[src/rtl/uart_rx_ctrl.sv]
// 8N1 UART receiver: input synchronizer, mid-bit sampling FSM and a one-entry
// holding register with valid/ready handshake, framing-error and overrun pulses.
module uart_rx_ctrl #(
  parameter int unsigned CLKS_PER_BIT = 10,
  parameter int unsigned SYNC_STAGES  = 2
) (
  input  logic       clk,
  input  logic       rst,
  input  logic       rx_serial,
  output logic [7:0] rx_data,
  output logic       rx_valid,
  input  logic       rx_ready,
  output logic       frame_err,
  output logic       overrun,
  output logic       busy
);
  localparam int unsigned  CW   = $clog2(CLKS_PER_BIT);
  localparam logic [CW-1:0] LAST = CW'(CLKS_PER_BIT - 1);
  localparam logic [CW-1:0] HALF = CW'((CLKS_PER_BIT - 1) / 2);

  typedef enum logic [2:0] {
    S_IDLE,
    S_START,
    S_DATA,
    S_STOP,
    S_BREAK
  } state_t;

  state_t                 r_state, w_state_nxt;
  logic [SYNC_STAGES-1:0] r_sync;
  logic                   w_rx_s;
  logic [CW-1:0]          r_bit_cnt, w_bit_cnt_nxt;
  logic [2:0]             r_bit_idx, w_bit_idx_nxt;
  logic [7:0]             r_shift, w_shift_nxt;
  logic                   w_stop_good;
  logic                   w_stop_bad;

  always_ff @(posedge clk) begin
    if (rst) begin
      r_sync <= '1;
    end else begin
      r_sync <= {r_sync[SYNC_STAGES-2:0], rx_serial};
    end
  end

  assign w_rx_s = r_sync[SYNC_STAGES-1];

  always_ff @(posedge clk) begin
    if (rst) begin
      r_state   <= S_IDLE;
      r_bit_cnt <= '0;
      r_bit_idx <= '0;
      r_shift   <= '0;
    end else begin
      r_state   <= w_state_nxt;
      r_bit_cnt <= w_bit_cnt_nxt;
      r_bit_idx <= w_bit_idx_nxt;
      r_shift   <= w_shift_nxt;
    end
  end

  always_comb begin
    w_state_nxt   = r_state;
    w_bit_cnt_nxt = r_bit_cnt;
    w_bit_idx_nxt = r_bit_idx;
    w_shift_nxt   = r_shift;
    w_stop_good   = 1'b0;
    w_stop_bad    = 1'b0;
    case (r_state)
      S_IDLE: begin
        if (!w_rx_s) begin
          w_state_nxt   = S_START;
          w_bit_cnt_nxt = '0;
        end
      end
      S_START: begin
        // Start bit re-checked at its midpoint; a short low pulse is a glitch.
        if (r_bit_cnt == HALF) begin
          w_bit_cnt_nxt = '0;
          w_bit_idx_nxt = '0;
          w_state_nxt   = w_rx_s ? S_IDLE : S_DATA;
        end else begin
          w_bit_cnt_nxt = r_bit_cnt + 1'b1;
        end
      end
      S_DATA: begin
        if (r_bit_cnt == LAST) begin
          w_bit_cnt_nxt          = '0;
          w_shift_nxt[r_bit_idx] = w_rx_s;
          if (r_bit_idx == 3'd7) begin
            w_state_nxt = S_STOP;
          end else begin
            w_bit_idx_nxt = r_bit_idx + 3'd1;
          end
        end else begin
          w_bit_cnt_nxt = r_bit_cnt + 1'b1;
        end
      end
      S_STOP: begin
        if (r_bit_cnt == LAST) begin
          w_bit_cnt_nxt = '0;
          if (w_rx_s) begin
            w_stop_good = 1'b1;
            w_state_nxt = S_IDLE;
          end else begin
            w_stop_bad  = 1'b1;
            w_state_nxt = S_BREAK;
          end
        end else begin
          w_bit_cnt_nxt = r_bit_cnt + 1'b1;
        end
      end
      S_BREAK: begin
        if (w_rx_s) begin
          w_state_nxt = S_IDLE;
        end
      end
      default: begin
        w_state_nxt = S_IDLE;
      end
    endcase
  end

  // A consume and a new delivery in the same cycle reload instead of clearing valid.
  always_ff @(posedge clk) begin
    if (rst) begin
      rx_data   <= '0;
      rx_valid  <= 1'b0;
      frame_err <= 1'b0;
      overrun   <= 1'b0;
    end else begin
      frame_err <= w_stop_bad;
      overrun   <= 1'b0;
      if (w_stop_good) begin
        if (!rx_valid || rx_ready) begin
          rx_data  <= r_shift;
          rx_valid <= 1'b1;
        end else begin
          overrun <= 1'b1;
        end
      end else if (rx_valid && rx_ready) begin
        rx_valid <= 1'b0;
      end
    end
  end

  assign busy = (r_state != S_IDLE);

endmodule

[config.mk]
export PLATFORM = sky130hd
export DESIGN_NAME = uart_rx_ctrl
export DESIGN_NICKNAME = d
export VERILOG_FILES = /design/src/rtl/uart_rx_ctrl.sv
export SDC_FILE = /design/constraint.sdc
export NUM_CORES = 1
export LEC_CHECK = 0
export CORE_MARGIN = 2
export CORE_UTILIZATION = 58
export DETAILED_ROUTE_END_ITERATION = 16
export PLACE_DENSITY = 0.82
export RECOVER_POWER = 100
export SKIP_LAST_GASP = 1
export SLEW_MARGIN = 40
export SYNTH_ARGS = -nofsm -noshare
export SYNTH_HDL_FRONTEND = slang
export SYNTH_SLANG_ARGS = --single-unit
[constraint.sdc]
create_clock -name clk -period 2.9 [get_ports clk]
set_clock_uncertainty 0.1 [all_clocks]
set_input_delay 0.58 -clock clk [delete_from_list [all_inputs] [get_ports clk]]
set_output_delay 0.58 -clock clk [all_outputs]
set_load 0.02 [all_outputs]
### After elaboration in Yosys (flattened, before gate mapping)

Cells that the tools add are included.

* logic and storage cells: 77
* output and inout port bits: 12
* register bits: 31

* reductions and logical operators: 18
* bitwise operators: 3
* $lt $le $gt $ge: 2
* eq/ne operators: 15
* $add $sub $neg: 2
* multiplexer cells: 28

Operators with widths (number)
* 3-bit two-way mux: 10
* 3-bit one-hot mux with 5 select lines: 1
* 2-bit inequality test (second input constant): 7
* 4-bit two-way mux: 3
* 4-bit one-hot mux with 3 select lines: 1
* 1-bit two-way mux: 9
* 8-bit bitwise mux: 1
* 2-bit AND reduction: 4
* 3-bit by 2-bit equality test with 1-bit output (second input constant): 2
* 3-bit equality test (second input constant): 2
* 3-bit one-hot mux with 2 select lines: 1
* 6-bit AND reduction: 1
* 3-bit nonzero test: 2
* 4-bit by 1-bit adder with 4-bit output (second input constant): 1
* 4-bit by 3-bit equality test with 1-bit output (second input constant): 1
* 4-bit equality test (second input constant): 1
* 3-bit by 4-bit less-than comparator with 1-bit output (second input constant): 1
* 4-bit AND reduction: 1
* 2-bit nonzero test: 2
* 2-bit OR reduction: 2
* 3-bit by 1-bit adder with 3-bit output (second input constant): 1
* 1-bit demux with 3-bit select: 1
* 3-bit by 1-bit equality test with 1-bit output (second input constant): 1
* 3-bit by 1-bit >= comparator with 1-bit output (second input constant): 1
* 8 further kinds: 11

### Logic depth before layout (Yosys ltp)

Gate-level depths: netlist of the first run.

* depth after elaboration: 5
* depth in mapped cells: 8
* mapped depth without buffers: 6

### Least setup slack after synthesis of the first run

Ideal clock, no wire load.

* path type: reg-to-reg
* start point: register r_bit_cnt[0]
* end point: register r_state[0]
* arrival: 1.661 ns
* path slack: 1.069 ns
* library setup time: 0.070 ns
* buffers on the path: 1
* cell stages (with the launch flop): 7
* clock period less this slack: 1.831 ns
* cells stage by stage: dfxtp_1 -> ha_1 -> nand3b_4 -> a32o_2 -> buf_6 -> or4_1 -> a21oi_1

* longest elaborated chain between the ends: 3
* elaborated cells between the ends (all ways): 6

RTL lines
* from (decl): line 32 `logic [CW-1:0] r_bit_cnt, w_bit_cnt_nxt;`
* from (signal assigned): line 56 `r_bit_cnt <= w_bit_cnt_nxt;`
* 4-bit equality test / 4-bit by 3-bit equality test with 1-bit output (equally long branches): line 87, 100, 78
* 2-bit inequality test (no line)
* 6-bit AND reduction (no line) (*)
* to (signal assigned): line 55 `r_state <= w_state_nxt;`
* to (decl): line 29 `state_t r_state, w_state_nxt;`

Mark *: on every way between the ends. The rest lies on a longest branch, timed or not.
A chain may end at the register's enable or synchronous reset.

### Worst setup path after layout of the first run

* start point: register r_state[2]
* end point: output port busy

* longest elaborated chain between the ends: 1

RTL lines
* 3-bit nonzero test: line 147 `assign busy = (r_state != S_IDLE);`
* to (decl): line 15 `output logic busy`

No other way between the ends.

==> results of run 1 <==
power breakdown:
| group | switching [W] | internal [W] |
|---|---|---|
| combinational | 0.0000141 | 0.0000109 |
| sequential | 0.00000434 | 0.000428 |
| clock | 0.000135 | 0.000112 |
| total | 0.000153 | 0.000551 |
how the worst max path moves through the flow:
stage	depth (start not counted)	slack (ps)	endpoint	startpoint
after floorplan	6	1070	r_state[0]	r_bit_cnt[0]
after global placement	5	740	rx_data[7]	rx_ready
after detailed placement	5	720	rx_data[7]	rx_ready
after CTS	3	460	busy	r_state[2]
after global routing	3	280	busy	r_state[2]
final	3	380	busy	r_state[2]
metal layers:
metal  GRT usage  wire length [um]
met1       0.261              1170
met2       0.364              1230
met3      0.0932               135
met4       0.107                48
met5           0                 0
per-stage QoR:
step / instance area, sq um / hold slack [ps] / total power [W]
detailed placement: 1550 / 305 / 0.000469
global placement: 1550 / 297 / 0.000468
finish: 1590 / 317 / 0.000704
floorplan: 1410 / 289 / 0.000459
CTS: 1610 / 324 / 0.000714
global route: 1590 / 332 / 0.000732
Yosys cell counts, types with 2 or more instances:
| master | number |
|---|---|
| or4_1 | 3 |
| dfxtp_1 | 31 |
| clkbuf_1 | 6 |
| nor3_1 | 3 |
| buf_6 | 2 |
| nor2b_1 | 2 |
| nand2b_1 | 3 |
| nand3b_1 | 3 |
| mux2i_1 | 17 |
| nand3_1 | 9 |
| nand4_1 | 4 |
| a21oi_1 | 6 |
| nand2_1 | 7 |
| a31oi_1 | 2 |
| o21ai_0 | 4 |
| ha_1 | 5 |
| inv_1 | 4 |
| buf_2 | 2 |
| or2_2 | 2 |
| nor2_1 | 24 |
final cells by class:
class	count	area share
inverter	4	0.00944
multi-input combinational	108	0.441
timing repair buffer	17	0.101
clock buffer	6	0.0323
tap	28	0.0220
sequential	31	0.390
clock inverter	1	0.00315
logic make-up (layout without fill, tap and decap cells):
| group | after synthesis | in the layout | synth area share |
|---|---|---|---|
| buffers and inverters | 15 | 28 | 0.0549 |
| AO/OA/AOI/OAI | 19 | 19 | 0.0876 |
| flip-flops | 31 | 31 | 0.439 |
| AND/OR/NAND/NOR | 67 | 67 | 0.254 |
| adder cells (fa/ha/maj) | 5 | 5 | 0.0442 |
| multiplexers | 17 | 17 | 0.120 |
state kept, by name, summed over array words and instances, names as in the netlist:
register / flops
frame_err: 1
r_shift: 8
rx_valid: 1
r_bit_idx: 3
overrun: 1
r_bit_cnt: 4
r_state: 3
rx_data: 8
r_sync: 2
cells in the final DEF (no fill, tap or decap), drive strengths merged, types with 2 or more instances in the layout:
| cell | n |
|---|---|
| dlygate4sd3 | 13 |
| a31oi | 2 |
| inv | 4 |
| a21oi | 6 |
| nand2b | 3 |
| nor3 | 3 |
| ha | 5 |
| o21ai | 4 |
| mux2i | 17 |
| nand3b | 4 |
| nand2 | 7 |
| dfxtp | 31 |
| nor2 | 24 |
| clkbuf | 7 |
| clkdlybuf4s50 | 2 |
| nand3 | 9 |
| nand4 | 4 |
| nor2b | 2 |
| or2 | 2 |
| or4 | 3 |
==> qor.yml, run 1 <==
end_kind: "output port"
required_ps: 2220
clkLatencyLatePin_ps: 330
critPathBufInv: 2
max_stage_delay_ps: 670
drcViolationCount: 0
maxCapViolCount: 0
port_buffers: 15
die_h_um: 53.4
netlist_area_sq_um: 1410
worstPathCellList: "inv_1 -> nand2_1 -> dlygate4sd3_1"
clk_path_buf_depth: 2
ys.flop_type: "dfxtp_1"
die-area_sq_um: 2850
synthCells: 154
critPathArrivalTime_ps: 1840
power.leakage_nw: 0.651
synth_warnings: 0
finalHoldViolCount: 0
first_pass_iters: 4
min_path_type: "reg2reg"
grt_max_degree: 18
worstHoldStart: "r_sync[0]"
numCtsBuffers: 5
worstSetupPathType: "reg2out"
fin_crit_sh: 0.869
worst_slew_pin_slew_ps: 616
rrSetupSlack_ps: 880
cts-root-buf: "clkbuf_4"
antennaDiodeCount: 0
routed_wl_um: 2580
fillers: 183
yosysTopAreaCell: "dfxtp_1"
final_core_util: 0.705
nets: 176
grt_pass1_wl_um: 4480
routedWlPerCell_um: 13.2
num_vias: 1146
slowest_stage: "dlygate4sd3_1"
drive_gt1_frac: 0.0659
areaGrowthSynthToFinish_pct: 12.5
synthTopCellsByArea: "dfxtp_1 (44%), mux2i_1 (12%), nor2_1 (6.4%)"
fp.dieW_um: 53.4
final_max_slew_viol_count: 0
clkTransAtPathRegs_ps: 90
syn_avg_cell_area_sq_um: 9.18
relSlewSlack: 0.589
hold_depth: 1
place_hpwl_um: 1870
cts_num_sinks: 31
min_to: "r_sync[1]"
synth_top_area_frac: 0.439
vias_per_cell: 5.88
synth-seq-area-share: 0.439
synth_edf_count: 0
pwr_density_cell_nw_per_um2: 443
setup_slack_ps: 380
syn-num-nets: 163
crit_family: "buffers and inverters"
core-area_sq_um: 2250
seqCellArea_sq_um: 621
setup_viol: 0
hold_buffers: 0
multi_input_area_sq_um: 702
status: "completed"
cp_max_fo: 14
min_period_ps: 2520
worst_r2r_path_depth: 5
track_usage: 0.228
post_synth_num_cell_types: 35
fin_cells: 195
cts_setup_buffers: 0
dp.cells: 188
grt_setup_unrepaired: "no"
grt_pass1_vias: 1075
htree_num_levels: 2
fmax_mhz: 397
ys_ff_latch: 31
drt_iter0_drc: 29
setup_tns_ps: 0
antenna_found_initial: 0
ir_worst_vdd_mv: 0.404
ys_async_sr_fraction: 0
ioPinCount: 16
reg2reg_to: "rx_data[1]"
pre_cts_ws_ps: 724
cts_tree: "yes"
place.gp.congestion: 0.778
antenna_left: 0
rows: 17
grt_overflow: 0
r2r_start: "r_bit_cnt[0]"
start_kind: "flip-flop"
start_util: 0.627
cts-resized-gates: 0
Note: power is estimated with default switching activity, not from simulation.
==> run 2, diff against run 1 <==
Settings changed: CORE_MARGIN 2 to 3.
==> run 2 against run 1 <==
  * Worst setup slack improved by 29 ps
  * Clock-buffer cell count up 1
  * Utilization up 1.0 points
  * Critical path type unchanged
==> qor.yml, run 2 (synthesized netlist as in run 1, its figures left out) <==
required_ps: 2220  # about the same
end_kind: "output port"  # unchanged
r2r_start: "r_bit_cnt[0]"  # unchanged
p_seq_frac: 0.579  # was 0.614
worstPathCellList: "inv_1 -> nand2_1 -> dlygate4sd3_1"  # unchanged
power.switching_w: 0.000168  # was 0.000153 W
grt_pass1_vias: 1107  # was 1,075
status: "completed"  # unchanged
worstHoldStart: "r_sync[0]"  # unchanged
cts_tree: "yes"  # unchanged
routedWlPerCell_um: 13.6  # was 13.2 um
ioPinCount: 16  # unchanged
clkTransAtPathRegs_ps: 90  # about the same
p_sw_frac: 0.224  # was 0.218
hold_buffers: 0  # unchanged
critPathArrivalTime_ps: 1810  # was 1840 ps
dp.cells: 187  # was 188
first_pass_iters: 4  # unchanged
place.gp.congestion: 0.781  # was 0.778
start_util: 0.627  # unchanged
final_core_util: 0.715  # was 0.705
grt_pass1_wl_um: 4800  # was 4480 um
ir_worst_vdd_mv: 0.436  # was 0.404 mV
antenna_found_initial: 0  # unchanged
fmax_mhz: 401  # was 397 MHz
antennaDiodeCount: 0  # unchanged
worstSetupPathType: "reg2out"  # unchanged
critPathBufInv: 2  # unchanged
cts_num_sinks: 31  # unchanged
maxCapViolCount: 0  # unchanged
antenna_left: 0  # unchanged
rows: 17  # unchanged
hold_depth: 1  # unchanged
areaGrowthSynthToFinish_pct: 14.1  # was 12.5%
power.leakage_nw: 0.694  # was 0.651 nW
max_stage_delay_ps: 660  # was 670 ps
relSlewSlack: 0.518  # was 0.589
core-area_sq_um: 2250  # unchanged
fin_hold_ws_ps: 330  # was 317 ps
grt_overflow: 0  # unchanged
start_kind: "flip-flop"  # unchanged
final_cell_mix: "dfxtp_1 (31), nor2_1 (24), mux2i_1 (17)"  # unchanged
pwr_density_cell_nw_per_um2: 463  # was 443 nW/um^2
die-area_sq_um: 3070  # was 2850 sq um
fin_crit_sh: 0.859  # was 0.869
setup_tns_ps: 0  # unchanged
grt_setup_unrepaired: "no"  # unchanged
worst_r2r_path_depth: 5  # unchanged
grt_max_degree: 19  # was 18
min_path_type: "reg2reg"  # unchanged
place_hpwl_um: 1890  # was 1870 um
layout_commonest_cell: "dfxtp_1"  # unchanged
fp.dieW_um: 55.4  # was 53.4 um
num_vias: 1120  # was 1,146
drive_gt1_frac: 0.0778  # was 0.0659
slowest_stage: "dlygate4sd3_1"  # unchanged
reg2reg_to: "rx_data[0]"  # was rx_data[1]
cp_max_fo: 14  # unchanged
design_power_total_w: 0.000747  # was 0.000704 W
min_period_ps: 2490  # was 2520 ps
die_h_um: 55.4  # was 53.4 um
clkLatencyLatePin_ps: 340  # was 330 ps
reg_top3: "r_shift x8, rx_data x8, r_bit_cnt x4"  # unchanged
setup_viol: 0  # unchanged
drt_iter0_drc: 18  # was 29
worst_slew_pin_slew_ps: 712  # was 616 ps
cts-root-buf: "clkbuf_4"  # unchanged
cts_setup_buffers: 0  # unchanged
drcViolationCount: 0  # unchanged
cts-resized-gates: 0  # unchanged
track_usage: 0.194  # was 0.228
power_frac_clock: 0.389  # was 0.351
fin_cells: 195  # unchanged
min_to: "r_sync[1]"  # unchanged
port_buffers: 15  # unchanged
rrSetupSlack_ps: 790  # was 880 ps
routed_wl_um: 2650  # was 2580 um
intPower_w: 0.000580  # was 0.000551 W
nets: 175  # was 176
p_comb_frac: 0.033  # was 0.036
clk_path_buf_depth: 2  # unchanged
vias_per_cell: 5.74  # was 5.88
crit_family: "buffers and inverters"  # unchanged
htree_num_levels: 2  # unchanged
numCtsBuffers: 5  # unchanged
final_max_slew_viol_count: 0  # unchanged
finalHoldViolCount: 0  # unchanged
run 2: changes by cell type in the layout (fill, tap and decap cells not counted), sizes merged:
cell,previous run,this run
buf,1,0
clkbuf,7,8
clkinv,1,0
clkinvlp,0,1
run 2: routing by layer:
layer / global-route usage / up-vias / wire, um
met4: 0.0938 / 0 / 61
met5: 0 / - / 0
li1: - / 564 / -
met3: 0.0561 / 8 / 115
met1: 0.226 / 529 / 1240
met2: 0.323 / 19 / 1240
run 2: how the worst max path moves through the flow:
| stage | from | end | slack (ps) | depth (start not counted) |
|---|---|---|---|---|
| detailed placement | rx_ready | rx_data[2] | 680 | 5 |
| floorplan | r_bit_cnt[0] | r_state[0] | 1070 | 6 |
| finish | r_state[2] | busy | 410 | 3 |
| CTS | r_state[2] | busy | 480 | 3 |
| global route | r_state[2] | busy | 300 | 3 |
| global placement | rst | r_state[1] | 730 | 5 |
run 2: area by class of cell:
cell class,instances,area (sq um)
Multi-Input combinational cell,108,716
Tap cell,28,35.0
Fill cell,194,642
Timing Repair Buffer,16,154
Sequential cell,31,621
Inverter,4,15.0
Clock buffer,7,65.1
Clock inverter,1,7.51
run 2: worst register-to-register path, cell delays in order, from the launching register on:
cell     delay, ps
dfxtp_1        430
ha_1           260
and4b_1        340
and4_1         540
mux2i_1        260
nor2_1          60
run 2: power groups by stage:
stage	registers, W	logic [W]	clock network, W
floorplan	0.000439	0.0000200	0
global placement	0.000442	0.0000252	0
detailed placement	0.000442	0.0000257	0
CTS	0.000432	0.0000257	0.000298
global route	0.000433	0.0000272	0.000319
finish	0.000432	0.0000244	0.000290
run 2: metrics by stage:
| step | cell area [sq um] | setup WS [ps] |
|---|---|---|
| after floorplan | 1410 | 1070 |
| after CTS | 1620 | 484 |
| after global routing | 1610 | 300 |
| after global placement | 1540 | 730 |
| final | 1610 | 409 |
| after detailed placement | 1540 | 684 |
==> run 3, diff against run 2 <==
--- a/config.mk
+++ b/config.mk
@@ -7,2 +7,3 @@
 export LEC_CHECK = 0
+export ABC_AREA = 0
 export CORE_MARGIN = 3
@@ -13,3 +14,2 @@
 export SKIP_LAST_GASP = 1
-export SLEW_MARGIN = 40
 export SYNTH_ARGS = -nofsm -noshare
--- a/constraint.sdc
+++ b/constraint.sdc
@@ -4,2 +4,2 @@
 set_output_delay 0.58 -clock clk [all_outputs]
-set_load 0.02 [all_outputs]
+set_load 0.1 [all_outputs]
==> run 3 against run 2 <==
  * Critical path depth did not move
  * Critical endpoint unchanged
  * Largest cell class unchanged
  * First-iteration DRC count rose by 50%
  * Worst setup slack improved by 190 ps
  * Wire length fell by 1.6%
  * Design area fell by 6.4%
  * Register-to-register slack improved by 50 ps
  * Total power fell by 6.2%
==> qor.yml, run 3 (synthesized netlist as in run 1, its figures left out) <==
routed_wl_um: 2610  # was 2650 um
multi_input_area_sq_um: 702  # was 716 sq um
antennaDiodeCount: 0  # unchanged
start_util: 0.627  # unchanged
power.leakage_nw: 0.576  # was 0.694 nW
grt_overflow: 0  # unchanged
reg2reg_to: "rx_data[1]"  # was rx_data[0]
worst_r2r_path_depth: 5  # unchanged
final_max_slew_viol_count: 0  # unchanged
fp.dieW_um: 55.4  # unchanged
start_kind: "flip-flop"  # unchanged
relSlewSlack: 0.225  # was 0.518
endpoint: "busy"  # unchanged
reg_top3: "r_shift x8, rx_data x8, r_bit_cnt x4"  # unchanged
worst_slew_pin_slew_ps: 1170  # was 712 ps
clkLatencyLatePin_ps: 330  # was 340 ps
end_kind: "output port"  # unchanged
clkTransAtPathRegs_ps: 100  # was 90 ps
cp-startpoint: "r_state[2]"  # unchanged
ir_worst_vdd_mv: 0.333  # was 0.436 mV
required_ps: 2220  # about the same
fillers: 210  # was 194
dp.cells: 188  # was 187
drt_iter0_drc: 27  # was 18
grt_setup_unrepaired: "no"  # unchanged
cts_tree: "yes"  # unchanged
rows: 17  # unchanged
fin_crit_sh: 0.792  # was 0.859
antenna_found_initial: 0  # unchanged
critPathArrivalTime_ps: 1620  # was 1810 ps
grt_pass1_vias: 1053  # was 1,107
clk_path_buf_depth: 2  # unchanged
setup_slack_ps: 604  # was 409 ps
ioPinCount: 16  # unchanged
pwr_density_cell_nw_per_um2: 464  # was 463 nW/um^2
drcViolationCount: 0  # unchanged
place_area_sq_um: 1520  # was 1540 sq um
status: "completed"  # unchanged
cts-resized-gates: 0  # unchanged
seqCellArea_sq_um: 621  # unchanged
port_buffers: 15  # unchanged
worstSetupPathType: "reg2out"  # unchanged
cp_max_fo: 14  # unchanged
fin_cells: 196  # was 195
grt_max_degree: 19  # unchanged
routedWlPerCell_um: 13.3  # was 13.6 um
min_path_type: "reg2reg"  # unchanged
cts-root-buf: "clkbuf_4"  # unchanged
antenna_left: 0  # unchanged
cts_num_sinks: 31  # unchanged
first_pass_iters: 4  # unchanged
place.gp.congestion: 0.811  # was 0.781
vias_per_cell: 5.65  # was 5.74
layout_commonest_cell: "dfxtp_1"  # unchanged
pre_cts_ws_ps: 698  # was 684 ps
final_cell_mix: "dfxtp_1 (31), nor2_1 (24), mux2i_1 (17)"  # unchanged
core-area_sq_um: 2250  # unchanged
die-area_sq_um: 3070  # unchanged
fmax_mhz: 435  # was 401 MHz
setup_tns_ps: 0  # unchanged
stdcell_area_sq_um: 1510  # was 1610 sq um
drive_gt1_frac: 0.0655  # was 0.0778
grt_pass1_wl_um: 4620  # was 4800 um
cts_setup_buffers: 0  # unchanged
areaGrowthSynthToFinish_pct: 6.81  # was 14.1%
r2r_start: "r_bit_cnt[0]"  # unchanged
maxCapViolCount: 0  # unchanged
num_vias: 1108  # was 1,120
die_h_um: 55.4  # unchanged
hold_buffers: 0  # unchanged
htree_num_levels: 2  # unchanged
setup_viol: 0  # unchanged
finalHoldViolCount: 0  # unchanged
nets: 176  # was 175
place_hpwl_um: 1900  # was 1890 um
rrSetupSlack_ps: 840  # was 790 ps
numCtsBuffers: 5  # unchanged
min_period_ps: 2300  # was 2490 ps
track_usage: 0.187  # was 0.194
run 3: cell types whose count changed in the layout (fill, tap and decap cells not counted):
cell	change
clkbuf_2	+1
dlygate4sd3_1	-12
clkinv_2	+1
a32o_2	-1
a32o_1	+1
nand3b_1	+1
clkbuf_8	-2
clkbuf_1	+13
nand3b_4	-1
run 3: per-layer routing:
layer  up-vias  global-route usage  wire (um)
li1        566                   -          -
met1       516               0.219       1230
met2        19               0.302       1210
met3         7              0.0584        106
met4         0              0.0972         67
met5         -                   0          0
run 3: cell type report:
| type | instances | share of cell area |
|---|---|---|
| Multi-Input combinational cell | 108 | 0.465 |
| Sequential cell | 31 | 0.411 |
| Timing Repair Buffer | 17 | 0.0555 |
| Clock buffer | 6 | 0.0273 |
| Tap cell | 28 | 0.0232 |
| Inverter | 4 | 0.00994 |
| Clock inverter | 2 | 0.00828 |
run 3: per-stage QoR:
stage	total power [W]	hold slack [ps]	util
detailed placement	0.000472	299	0.675
CTS	0.000710	324	0.699
finish	0.000701	321	0.670
floorplan	0.000462	289	-
global placement	0.000471	296	0.675
global route	0.000737	330	0.670
run 3: how the worst min path moves through the flow:
stage	cells after the start	endpoint	slack, ps	startpoint
after floorplan	1	r_sync[1]	290	r_sync[0]
after global placement	1	r_sync[1]	300	r_sync[0]
after detailed placement	1	r_sync[1]	300	r_sync[0]
after CTS	1	r_sync[1]	320	r_sync[0]
after global routing	1	r_sync[1]	330	r_sync[0]
final	1	r_sync[1]	320	r_sync[0]
run 3: where the power goes:
part,total (W),switching (W),leakage (nW),internal [W]
Combinational,0.0000275,0.0000175,0.297,0.00000999
Sequential,0.000432,0.00000458,0.250,0.000428
Clock,0.000241,0.000148,0.0282,0.0000934
run 3: critical path, stage by stage, from the launching register on:
cell and delay, ps:
dfxtp_1 570, inv_1 160, nand2_1 100, clkbuf_2 450
